<file path="config.mk">
export PLATFORM = sky130hd
export DESIGN_NAME = pipe_hazard_ctrl
export DESIGN_NICKNAME = d
export VERILOG_FILES = /design/src/rtl/pipe_hazard_ctrl_pkg.sv /design/src/rtl/pipe_hazard_ctrl_sat_counter.sv /design/src/rtl/pipe_hazard_ctrl.sv
export SDC_FILE = /design/constraint.sdc
export NUM_CORES = 1
export LEC_CHECK = 0
export BUFFER_PORTS_ARGS = -buffer_cell sky130_fd_sc_hd__buf_2
export CAP_MARGIN = 20
export CORE_ASPECT_RATIO = 2
export CORE_MARGIN = 3
export CORE_UTILIZATION = 40
export CTS_BUF_LIST = sky130_fd_sc_hd__clkbuf_4
export CTS_CLUSTER_SIZE = 30
export DETAILED_ROUTE_END_ITERATION = 8
export PLACE_DENSITY = 0.67
export SYNTH_ARGS = -nofsm -noshare
export SYNTH_HDL_FRONTEND = slang
export SYNTH_SLANG_ARGS = --single-unit
</file>
<file path="constraint.sdc">
create_clock -name clk -period 4.3 [get_ports clk]
set_input_delay 1.29 -clock clk [delete_from_list [all_inputs] [get_ports clk]]
set_output_delay 1.29 -clock clk [all_outputs]
set_load 0.01 [all_outputs]
</file>
<file path="src/rtl/pipe_hazard_ctrl_pkg.sv">
// Shared types and defaults for the pipeline stall/flush sequencer.
package pipe_hazard_ctrl_pkg;

  localparam int REG_W_DEF = 3;
  localparam int CNT_W_DEF = 16;

  // Sequencer states: normal run, the two trailing flush steps, and halted.
  typedef enum logic [1:0] {
    RUN  = 2'd0,
    FL2  = 2'd1,
    FL3  = 2'd2,
    HALT = 2'd3
  } state_t;

endpackage

</file>
<file path="src/rtl/pipe_hazard_ctrl_sat_counter.sv">
// Saturating up-counter with synchronous active-high clear.
module sat_counter #(
  parameter int WIDTH = 16
) (
  input  logic             clk,
  input  logic             rst,
  input  logic             inc,
  output logic [WIDTH-1:0] q
);

  // Count up on inc, sticking at all-ones instead of wrapping.
  always_ff @(posedge clk) begin
    // NOTE: sequential state uses non-blocking assignments so every flop samples pre-edge values.
    if (rst) begin
      q <= '0;
    end else if (inc && (q != '1)) begin
      q <= q + WIDTH'(1);
    end
  end

endmodule

</file>
<file path="src/rtl/pipe_hazard_ctrl.sv">
// Central stall/flush sequencer for the 5-stage pipeline: load-use stalls,
// redirect flush sequence, memory freezes, halt, and a stall-cycle counter.
module pipe_hazard_ctrl
  import pipe_hazard_ctrl_pkg::*;
#(
  parameter int REG_W = REG_W_DEF,
  parameter int CNT_W = CNT_W_DEF
) (
  input  logic             clk,
  input  logic             rst,
  input  logic             fd_valid,
  input  logic [REG_W-1:0] fd_rs,
  input  logic             fd_rs_used,
  input  logic [REG_W-1:0] fd_rt,
  input  logic             fd_rt_used,
  input  logic             de_valid,
  input  logic [REG_W-1:0] de_rd,
  input  logic             de_mem_rd,
  input  logic             de_br_taken,
  input  logic             de_halt,
  input  logic             imem_stall,
  input  logic             dmem_stall,
  output logic             pc_we,
  output logic             fd_we,
  output logic             fd_valid_o,
  output logic             de_bubble,
  output logic             xm_we,
  output logic             mw_we,
  output logic             flush,
  output logic             flush_again,
  output logic             flush_final,
  output logic             halted,
  output logic [CNT_W-1:0] stall_cnt
);

  state_t state, state_nxt;
  logic   redirect;
  logic   loaduse;
  logic   halt_entry;
  logic   stall_inc;

  // A redirect only takes effect when the pipeline is not frozen by data memory.
  assign redirect   = de_valid && de_br_taken && !dmem_stall;
  assign loaduse    = de_valid && de_mem_rd && fd_valid &&
                      ((fd_rs_used && (fd_rs == de_rd)) ||
                       (fd_rt_used && (fd_rt == de_rd)));
  assign halt_entry = de_valid && de_halt && !de_br_taken && !dmem_stall;

  // State register.
  always_ff @(posedge clk) begin
    if (rst) begin
      state <= RUN;
    end else begin
      state <= state_nxt;
    end
  end

  // Next state and pipeline controls, in priority order.
  always_comb begin
    // NOTE: every output gets a default first so no path leaves a latch behind.
    state_nxt   = state;
    pc_we       = 1'b0;
    fd_we       = 1'b0;
    fd_valid_o  = 1'b0;
    de_bubble   = 1'b0;
    xm_we       = 1'b0;
    mw_we       = 1'b0;
    flush       = 1'b0;
    flush_again = 1'b0;
    flush_final = 1'b0;

    if (rst) begin
      state_nxt = RUN;
    end else if (state == HALT) begin
      // Stop fetching, feed bubbles, let older instructions drain.
      fd_we     = 1'b1;
      de_bubble = 1'b1;
      xm_we     = 1'b1;
      mw_we     = 1'b1;
    end else begin
      flush_again = (state == FL2);
      flush_final = (state == FL3);
      if (!dmem_stall) begin
        xm_we = 1'b1;
        mw_we = 1'b1;
        unique case (state)
          FL2:     state_nxt = FL3;
          default: state_nxt = RUN;
        endcase
        if (redirect) begin
          flush     = 1'b1;
          pc_we     = 1'b1;
          fd_we     = 1'b1;
          de_bubble = 1'b1;
          state_nxt = FL2;
        end else if (loaduse) begin
          de_bubble = 1'b1;
        end else if (imem_stall) begin
          fd_we = 1'b1;
        end else begin
          pc_we      = 1'b1;
          fd_we      = 1'b1;
          fd_valid_o = 1'b1;
        end
        if (halt_entry) begin
          state_nxt = HALT;
        end
      end
    end
  end

  assign halted    = (state == HALT);
  assign stall_inc = !rst && (state != HALT) && !pc_we;

  sat_counter #(
    .WIDTH(CNT_W)
  ) u_stall_cnt (
    .clk(clk),
    .rst(rst),
    .inc(stall_inc),
    .q  (stall_cnt)
  );

endmodule

</file>
==> results.md, run 1 <==
- Share of power burned in registers: between 50% and 60%
- Initial antenna violation count: 0
- Layout area overhead: 22.69%
- Placed Cells: just under 200
- GRT Total Usage: 17.61%
- Root buf cell: clkbuf_4
- Post-synth EDFFs: 0
- Vias/cell: around 5.8
- Required time of the critical path: 3.01 ns
- Placed Area: 0.001334 mm2
- Worst skew pair latency: 0.31 ns
- First DRT Iteration DRCs: 24
- CP max stage delay: 0.32 ns
- Most common flop cell mapped by yosys: dfxtp_1
- Overall power: between 0.3 and 0.4 mW
- Worst setup EP type: output port
- Comb power frac: between 15 and 20%
- Internal power: 0.2277 mW
- Routed WL per cell: roughly 15 um
- Final Cell Area: 0.001360 mm2
- Worst slew pin tran: 0.7608 ns
- Most common cell in the netlist: dfxtp_1
- Synth async-reset ratio: 0%
- Max Freq: 257.6 MHz
- Final setup viols: 0
- Hpwl dp: 2.371 mm
- Slowest CP cell: nor4b_1
- DRT antenna net count: 0
- Detailed-route via count: 1181
- Run status: finished, final reports clean
- RSZ-0062 raised after global routing: no
- Initial Util: 42.60%
- Crit path max-delay family: simple AND/OR/NAND/NOR gates
- ANT cells: 0
- Buf+Inv Stages, Crit Path: 2
- GRT overflow: 0
- Setup TNS: 0 ns
- First-pass GRT wire length: ~4.8 mm
- Post-synthesis sequential area ratio: 32.51%
- Worst-path cell chain: buf_2 > xnor2_1 > nand4_1 > a21oi_1 > or2_1 > nor4b_1 > buf_2
- Die area: 0.003477 mm2
- Avg Cell Area, Syn: 8.398 um2
- Post-CTS setup repair buffer count: 0
- Die height: 80.45 um
- Min-Delay Path Class: reg2reg
- CP Max Fanout: 3
- # port buffers: 45
- Clock Skew: 0.01032 ns
- CTS resizes: 0
- IO Count: 46
- Max-cap violations: 0
- Synth warn: 0
- Mapped Cells: 132
- Clock buffer depth: 2
- Pin count of the biggest net entering global routing: 23
- H-tree Lvls: 1
- CTS Buf Count: 3
- Non-Filler Instances: 203
- Slew Viols, Final: 0
- Detailed Routing Iterations Pass 1: 4
- Final min period: 3.882 ns
- Core Region: 0.002603 mm2
- Critical path class: in2out
- Layout cell share with drive strength beyond 1: 32.00%
- CP startpoint kind: primary input
- Worst Path Arrival: 2.59 ns
- Syn Nets: ~150
- Distinct cells, synth: 43
- Sink Count: 18
- Top post-synthesis cells by count: dfxtp_1, a21oi_1, nand2_1
- # hold bufs at CTS: 0
- Slew headroom: 49.22%
- DRC violations left: 0
- Fin nets: 197
- Vias in the first global route: around 1100
- CTS clock-pin slew for the worst setup and hold paths: 0.10 ns
- Fin. Hold Viols: 0
- Peak VDD IR: 156.9 uV
- RePlAce Congestion: approximately 0.78
- Synthesized area: approximately 0.0011 mm2
- Clock power share: 27.6%
- Largest area contributor in the netlist: dfxtp_1
- P per Cell Area: 232.8 mW/mm2
- Top cells by area, synth: dfxtp_1, a21oi_1, xnor2_2
- Yosys reg bits: 18
- Post-Route WL: 2.976 mm
- Switch share: between 20% and 30%
- # fillers: 261
- Crit path top cell by count: buf_2
- Final period utilization: 90.27%
- Lkg Pwr: 0.5633 nW
- Std-Cell Rows: 26
- CTS tree: yes
- Post-synth top area share: between 30% and 40%
- Switch Pwr: 0.08899 mW
- Die Wd: 43.23 um
metal layers:
layer / part of all wire (%) / track usage, %
met3: 6.6 / 2.466
met4: 3.2 / 7.251
met1: 36 / 16.39
met2: 55 / 35.46
met5: 0 / 0
power groups by stage:
stage / sequential, mW / clock [mW] / combinational [mW]
after CTS: 0.173 / 0.0895 / 0.0569
after global routing: 0.174 / 0.0964 / 0.0614
after detailed placement: 0.177 / 0 / 0.0568
final: 0.173 / 0.0876 / 0.0560
after global placement: 0.176 / 0 / 0.0549
after floorplan: 0.177 / 0 / 0.0345
worst paths after layout:
| kind | startpoint | end | cells after the start | slack [ns] |
|---|---|---|---|---|
| max | de_rd[1] | fd_valid_o | 7 | 0.42 |
| max reg2reg | u_stall_cnt.q[6] | u_stall_cnt.q[14] | 6 | 1.77 |
| min | u_stall_cnt.q[11] | u_stall_cnt.q[11] | 2 | 0.52 |
| min reg2reg | u_stall_cnt.q[11] | u_stall_cnt.q[11] | 2 | 0.52 |
logic make-up (layout without fill, tap and decap cells):
logic type,after synthesis,after routing,synth area share [%]
and+or+nand+nor,57,57,30.02
AOI/OAI and AO/OA,37,37,21.45
DFF,18,18,32.51
xor gates and xnor gates,9,9,9.143
buffers and inverters,8,51,3.836
muxes,2,2,1.919
adders and majority gates,1,1,1.128
sequential cells by signal (all words and copies together), names as in the netlist:
name / flops
u_stall_cnt.q: 16
state: 2
through the flow:
step | hold slack (ns) | utilization, % | setup slack [ns]
2_1_floorplan | 0.4886 | - | 0.6598
5_1_grt | 0.5541 | 52.26 | 0.3067
3_3_place_gp | 0.4863 | 51.25 | 0.5335
6_report | 0.5187 | 52.26 | 0.4184
3_5_place_dp | 0.5038 | 51.25 | 0.4232
4_1_cts | 0.5191 | 52.26 | 0.4191
layout by cell type, fill, tap and decap left out, types with 2 or more instances in the layout:
cell type,count
buf_2,45
dfxtp_1,18
a21oi_1,15
nand2_1,9
nand3_1,7
o21ai_1,7
nor2_1,7
nand4_1,6
nor2b_1,4
o21ai_0,4
o31ai_1,4
or4_1,4
xnor2_1,3
xnor2_2,3
nor3_1,3
xor2_1,3
or3_1,3
clkbuf_4,3
clkinv_1,2
nor3b_1,2
and3_1,2
o311ai_1,2
o41ai_1,2
cell type report:
cell class / count / area, um2 / share of cell area (%)
multi-input combinational: 106 / 705.7 / 51.89
sequential: 18 / 360.3 / 26.50
timing repair buffer: 45 / 225.2 / 16.56
tap: 28 / 35.03 / 2.576
clock buffer: 3 / 22.52 / 1.656
inverter: 2 / 7.507 / 0.5520
clock inverter: 1 / 3.754 / 0.2760
tightest hold or removal path: stages, from the launching register on:
cell and delay [ns]:
dfxtp_1 0.35, o31ai_1 0.07, a21oi_1 0.06
(Power assumes the default switching activity.)
==> run 2: changes to the inputs <==
Settings changed: CORE_ASPECT_RATIO 2 to 0.75.
==> run 2 against run 1 <==
Effect of this change:
- clock power shrank 7.1%
- maximum frequency is 0.86% higher
- die area shrank 0.91%
- flip-flop and latch count unchanged
- routed wire length decreased by 6.6%
- worst setup slack gained 0.033 ns
- power is 2.0% lower
- non-clock buffer count increased by 1
- core utilization increased by 3.5 points
- critical path depth stayed put
- final cell count increased by 3.0%
==> results.md, run 2 (synthesis gave the netlist of run 1 again) <==
- Comb power frac: 18.0% (was 17.7%)
- Critical path class: in2out (unchanged)
- Placed Area: 0.001349 mm2 (was 0.001334 mm2)
- Required time of the critical path: 3.01 ns (about the same)
- Slew headroom: 47.84% (was 49.22%)
- Initial antenna violation count: 0 (unchanged)
- Most common cell after layout, fill and taps aside: buf_2 (unchanged)
- Max Freq: 259.8 MHz (was 257.6 MHz)
- CTS tree: yes (unchanged)
- P per Cell Area: 226.3 mW/mm2 (was 232.8 mW/mm2)
- Overall power: 0.3104 mW (was 0.3166 mW)
- CP startpoint kind: primary input (unchanged)
- Final Cell Area: 0.001371 mm2 (was 0.001360 mm2)
- Die Wd: 66.79 um (was 43.23 um)
- CP Max Fanout: 3 (unchanged)
- Peak VDD IR: 148.8 uV (was 156.9 uV)
- GRT Total Usage: 16.40% (was 17.61%)
- Clock buffer depth: 2 (unchanged)
- ANT cells: 0 (unchanged)
- Sink Count: 18 (unchanged)
- Fin nets: 198 (was 197)
- CP max stage delay: 0.31 ns (was 0.32 ns)
- CTS clock-pin slew for the worst setup and hold paths: 0.09 ns (was 0.10 ns)
- Pin count of the biggest net entering global routing: 22 (was 23)
- Root buf cell: clkbuf_4 (unchanged)
- Detailed-route via count: 1176 (was 1181)
- Die area: 0.003446 mm2 (was 0.003477 mm2)
- # hold bufs at CTS: 0 (unchanged)
- Share of power burned in registers: 55.8% (was 54.7%)
- Switch share: 26.93% (was 28.10%)
- Regs by FF count: u_stall_cnt.q x16, state x2 (unchanged)
- Vias in the first global route: 1024 (was 1118)
- Hpwl dp: 2.133 mm (was 2.371 mm)
- Setup ws final: 0.4516 ns (was 0.4184 ns)
- Max-cap violations: 0 (unchanged)
- Initial Util: 45.09% (was 42.60%)
- Switch Pwr: 0.08360 mW (was 0.08899 mW)
- Max reg flops: 16 (unchanged)
- # port buffers: 45 (unchanged)
- Commonest non-fill, non-tap cells in the layout: buf_2, dfxtp_1, a21oi_1 (unchanged)
- IO Count: 46 (unchanged)
- Clock power share: 26.2% (was 27.6%)
- Routed WL per cell: 13.30 um (was 14.66 um)
- Final period utilization: 89.50% (was 90.27%)
- Post-Route WL: 2.780 mm (was 2.976 mm)
- Setup TNS: 0 ns (unchanged)
- Worst skew pair latency: 0.29 ns (was 0.31 ns)
- Internal power: 0.2268 mW (was 0.2277 mW)
- RSZ-0062 raised after global routing: no (unchanged)
- Min-Delay Path Class: reg2reg (unchanged)
- Fin. Hold Viols: 0 (unchanged)
- First-pass GRT wire length: 4.471 mm (was 4.795 mm)
- Layout cell share with drive strength beyond 1: 32.57% (was 32.00%)
- Worst-path cell chain: buf_2 > xnor2_1 > nand4_1 > a21oi_1 > or2_1 > nor4b_1 > buf_2 (unchanged)
- Core Region: 0.002459 mm2 (was 0.002603 mm2)
- DRT antenna net count: 0 (unchanged)
- Final setup viols: 0 (unchanged)
- DP Worst Slack: 0.4623 ns (was 0.4232 ns)
- Lkg Pwr: 0.5666 nW (was 0.5633 nW)
- Die height: 51.59 um (was 80.45 um)
- Crit path top cell by count: buf_2 (unchanged)
- First DRT Iteration DRCs: 72 (was 24)
- Run status: finished, final reports clean (unchanged)
- CTS Buf Count: 3 (unchanged)
- Clock Skew: 0.006150 ns (was 0.01032 ns)
- Hold slack: 0.5187 ns (about the same)
- Slew Viols, Final: 0 (unchanged)
- Reg with most FFs: u_stall_cnt.q (unchanged)
- Std-Cell Rows: 15 (was 26)
- Final min period: 3.848 ns (was 3.882 ns)
- H-tree Lvls: 1 (unchanged)
- Layout area overhead: 23.70% (was 22.69%)
- Detailed Routing Iterations Pass 1: 4 (unchanged)
- CTS resizes: 0 (unchanged)
- DRC violations left: 0 (unchanged)
- RePlAce Congestion: 0.7523 (was 0.7798)
- Post-CTS setup repair buffer count: 0 (unchanged)
- Vias/cell: 5.627 (was 5.818)
- Worst setup EP type: output port (unchanged)
- Slowest CP cell: nor4b_1 (unchanged)
- Worst Path Arrival: 2.56 ns (was 2.59 ns)
- GRT overflow: 0 (unchanged)
- Worst slew pin tran: 0.7816 ns (was 0.7608 ns)
## run 2: cell count changes in the layout (fill, tap and decap cells not counted)
cell      previous run  this run
buf_4                0         1
clkinv_1             2         1
## run 2: power by group through the flow
stage / clock [mW] / combinational [mW] / sequential [mW]
floorplan: 0 / 0.0345 / 0.177
global placement: 0 / 0.0548 / 0.176
detailed placement: 0 / 0.0560 / 0.177
CTS: 0.0847 / 0.0565 / 0.173
global route: 0.0918 / 0.0620 / 0.173
finish: 0.0814 / 0.0559 / 0.173
## run 2: worst max-delay path, delay by kind of cell
kind	cells	cell delay [ns]
xor gates and xnor gates	1	0.13
buffers and inverters	2	0.31
and+or+nand+nor	3	0.71
AOI/OAI and AO/OA	1	0.12
## run 2: worst paths after layout
| path | from | to | slack (ns) | depth (start not counted) |
|---|---|---|---|---|
| max | de_rd[1] | fd_valid_o | 0.45 | 7 |
| min | u_stall_cnt.q[11] | u_stall_cnt.q[11] | 0.52 | 2 |
| min reg2reg | u_stall_cnt.q[11] | u_stall_cnt.q[11] | 0.52 | 2 |
| max reg2reg | u_stall_cnt.q[7] | u_stall_cnt.q[14] | 1.71 | 6 |
## run 2: per-layer routing
layer | track usage (%) | part of all wire [%]
met5 | 0 | 0
met4 | 2.027 | 0.47
met2 | 25.66 | 42
met1 | 22.89 | 47
met3 | 4.752 | 11
## run 2: area by class of cell
type | count | area (um2)
Multi-Input combinational cell | 106 | 705.7
Fill cell | 239 | 1087
Sequential cell | 18 | 360.3
Timing Repair Buffer | 46 | 232.7
Clock buffer | 3 | 22.52
Tap cell | 34 | 42.54
Inverter | 2 | 7.507
## run 2: stage by stage
stage | cells | util [%]
floorplan | 132 | -
global placement | 206 | 54.86
detailed placement | 206 | 54.86
CTS | 209 | 55.78
global route | 209 | 55.78
finish | 209 | 55.78
==> run 3: changes to the inputs <==
Settings changed: CELL_PAD_IN_SITES_DETAIL_PLACEMENT set to 1, CELL_PAD_IN_SITES_GLOBAL_PLACEMENT set to 1, CORE_UTILIZATION 40 to 38, PLACE_DENSITY 0.67 to 0.85.
==> run 3 against run 2 <==
Effect of this change:
- via count increased by 1.5%
- combinational power about the same
- clock skew increased by 0.0013 ns
- global-route usage increased by 3.0 points
- clock power increased by 7.2%
- critical path type unchanged
==> results.md, run 3 (synthesis gave the netlist of run 1 again) <==
- Reg with most FFs: u_stall_cnt.q (unchanged)
- CP Max Fanout: 3 (unchanged)
- Comb power frac: 17.8% (was 18.0%)
- Worst skew pair latency: 0.30 ns (was 0.29 ns)
- CTS tree: yes (unchanged)
- Clock Skew: 0.007414 ns (was 0.006150 ns)
- Critical path class: in2out (unchanged)
- Clock power share: 27.6% (was 26.2%)
- Fin. Hold Viols: 0 (unchanged)
- # port buffers: 45 (unchanged)
- Slew headroom: 46.50% (was 47.84%)
- CP startpoint kind: primary input (unchanged)
- RePlAce Congestion: 0.7345 (was 0.7523)
- Post-CTS setup repair buffer count: 0 (unchanged)
- First DRT Iteration DRCs: 40 (was 72)
- Vias/cell: 5.659 (was 5.627)
- # hold bufs at CTS: 0 (unchanged)
- Initial Util: 41.02% (was 45.09%)
- Pin count of the biggest net entering global routing: 23 (was 22)
- Required time of the critical path: 3.01 ns (about the same)
- Worst Path Arrival: 2.52 ns (was 2.56 ns)
- Final setup viols: 0 (unchanged)
- Switch share: 28.19% (was 26.93%)
- GRT Total Usage: 19.35% (was 16.40%)
- Vias in the first global route: 1208 (was 1024)
- ANT cells: 0 (unchanged)
- Setup TNS: 0 ns (unchanged)
- Hpwl dp: 2.556 mm (was 2.133 mm)
- IO Count: 46 (unchanged)
- Detailed Routing Iterations Pass 1: 4 (unchanged)
- Regs by FF count: u_stall_cnt.q x16, state x2 (unchanged)
- CTS clock-pin slew for the worst setup and hold paths: 0.10 ns (was 0.09 ns)
- Fin nets: 197 (was 198)
- Final period utilization: 88.56% (was 89.50%)
- Slew Viols, Final: 0 (unchanged)
- Final min period: 3.808 ns (was 3.848 ns)
- P per Cell Area: 231.2 mW/mm2 (was 226.3 mW/mm2)
- Critical Path Source: de_rd[1] (unchanged)
- Switch Pwr: 0.08928 mW (was 0.08360 mW)
- CTS Buf Count: 3 (unchanged)
- Std-Cell Rows: 16 (was 15)
- GRT overflow: 0 (unchanged)
- Root buf cell: clkbuf_4 (unchanged)
- First-pass GRT wire length: 5.237 mm (was 4.471 mm)
- Run status: finished, final reports clean (unchanged)
- Lkg Pwr: 0.5633 nW (was 0.5666 nW)
- Peak VDD IR: 169.6 uV (was 148.8 uV)
- RSZ-0062 raised after global routing: no (unchanged)
- DRC violations left: 0 (unchanged)
- Die height: 52.78 um (was 51.59 um)
- Most common cell after layout, fill and taps aside: buf_2 (unchanged)
- H-tree Lvls: 1 (unchanged)
- Setup ws final: 0.4918 ns (was 0.4516 ns)
- Post-Route WL: 3.287 mm (was 2.780 mm)
- Worst slew pin tran: 0.8016 ns (was 0.7816 ns)
- Commonest non-fill, non-tap cells in the layout: buf_2, dfxtp_1, a21oi_1 (unchanged)
- DRT antenna net count: 0 (unchanged)
- Layout cell share with drive strength beyond 1: 32.00% (was 32.57%)
- CTS resizes: 0 (unchanged)
- Layout area overhead: 23.59% (was 23.70%)
- Share of power burned in registers: 54.7% (was 55.8%)
- Overall power: 0.3167 mW (was 0.3104 mW)
- Initial antenna violation count: 0 (unchanged)
- Sink Count: 18 (unchanged)
- DP Worst Slack: 0.4797 ns (was 0.4623 ns)
- Internal power: 0.2275 mW (was 0.2268 mW)
- Worst setup EP type: output port (unchanged)
- Core Region: 0.002703 mm2 (was 0.002459 mm2)
- Min-Delay Path Class: reg2reg (unchanged)
- Max Freq: 262.6 MHz (was 259.8 MHz)
- Routed WL per cell: 15.58 um (was 13.30 um)
- RR Startpoint: u_stall_cnt.q[6] (was u_stall_cnt.q[7])
- Die area: 0.003608 mm2 (was 0.003446 mm2)
- Max-cap violations: 0 (unchanged)
- Hold_sp: u_stall_cnt.q[15] (was u_stall_cnt.q[11])
- Detailed-route via count: 1194 (was 1176)
- Clock buffer depth: 2 (unchanged)
- Die Wd: 68.37 um (was 66.79 um)
- Max reg flops: 16 (unchanged)
[run 3: changes by cell type in the layout (fill, tap and decap cells not counted), sizes merged]
cell,before,now
buf,46,45
clkinv,1,2
[run 3: critical path: stages]
cell	delay, ns
buf_2	0.13
xnor2_1	0.13
nand4_1	0.16
a21oi_1	0.12
or2_1	0.24
nor4b_1	0.27
buf_2	0.18
[run 3: per-stage QoR]
stage | instance area, um2 | instances | util, % | hold slack, ns
after floorplan | 1109 | 132 | - | 0.4886
after global placement | 1344 | 207 | 49.72 | 0.4867
after global routing | 1370 | 211 | 50.69 | 0.5350
after CTS | 1370 | 211 | 50.69 | 0.5221
after detailed placement | 1344 | 207 | 49.72 | 0.5065
final | 1370 | 211 | 50.69 | 0.5216
[run 3: path summary, 6_finish.rpt]
path	to	slack, ns	cells past startpoint
max	fd_valid_o	0.49	7
min	u_stall_cnt.q[15]	0.52	1
max reg2reg	u_stall_cnt.q[14]	1.69	6
min reg2reg	u_stall_cnt.q[15]	0.52	1
[run 3: metal layers]
metal	vias up	part of all wire (%)	wire length (um)	global-route usage, %
met1	570	45	1475	22.78
met4	0	0.61	20	5.941
met3	4	6.4	212	4.077
met2	38	48	1578	34.72
li1	582	-	-	-
met5	-	0	0	0
[run 3: power groups by stage]
stage | Clock [mW] | Combinational, mW | Sequential (mW)
floorplan | 0 | 0.0345 | 0.177
global placement | 0 | 0.0541 | 0.177
detailed placement | 0 | 0.0567 | 0.177
CTS | 0.0919 | 0.0570 | 0.173
global route | 0.0991 | 0.0626 | 0.174
finish | 0.0873 | 0.0562 | 0.173
[run 3: layout make-up]
cell class / count / area (um2)
fillers: 358 / 1333
multi-input cells: 106 / 705.7
flip-flops and latches: 18 / 360.3
repair buffers: 45 / 225.2
well taps: 36 / 45.04
clock buffers: 3 / 22.52
inverters: 2 / 7.507
clock inverters: 1 / 3.754
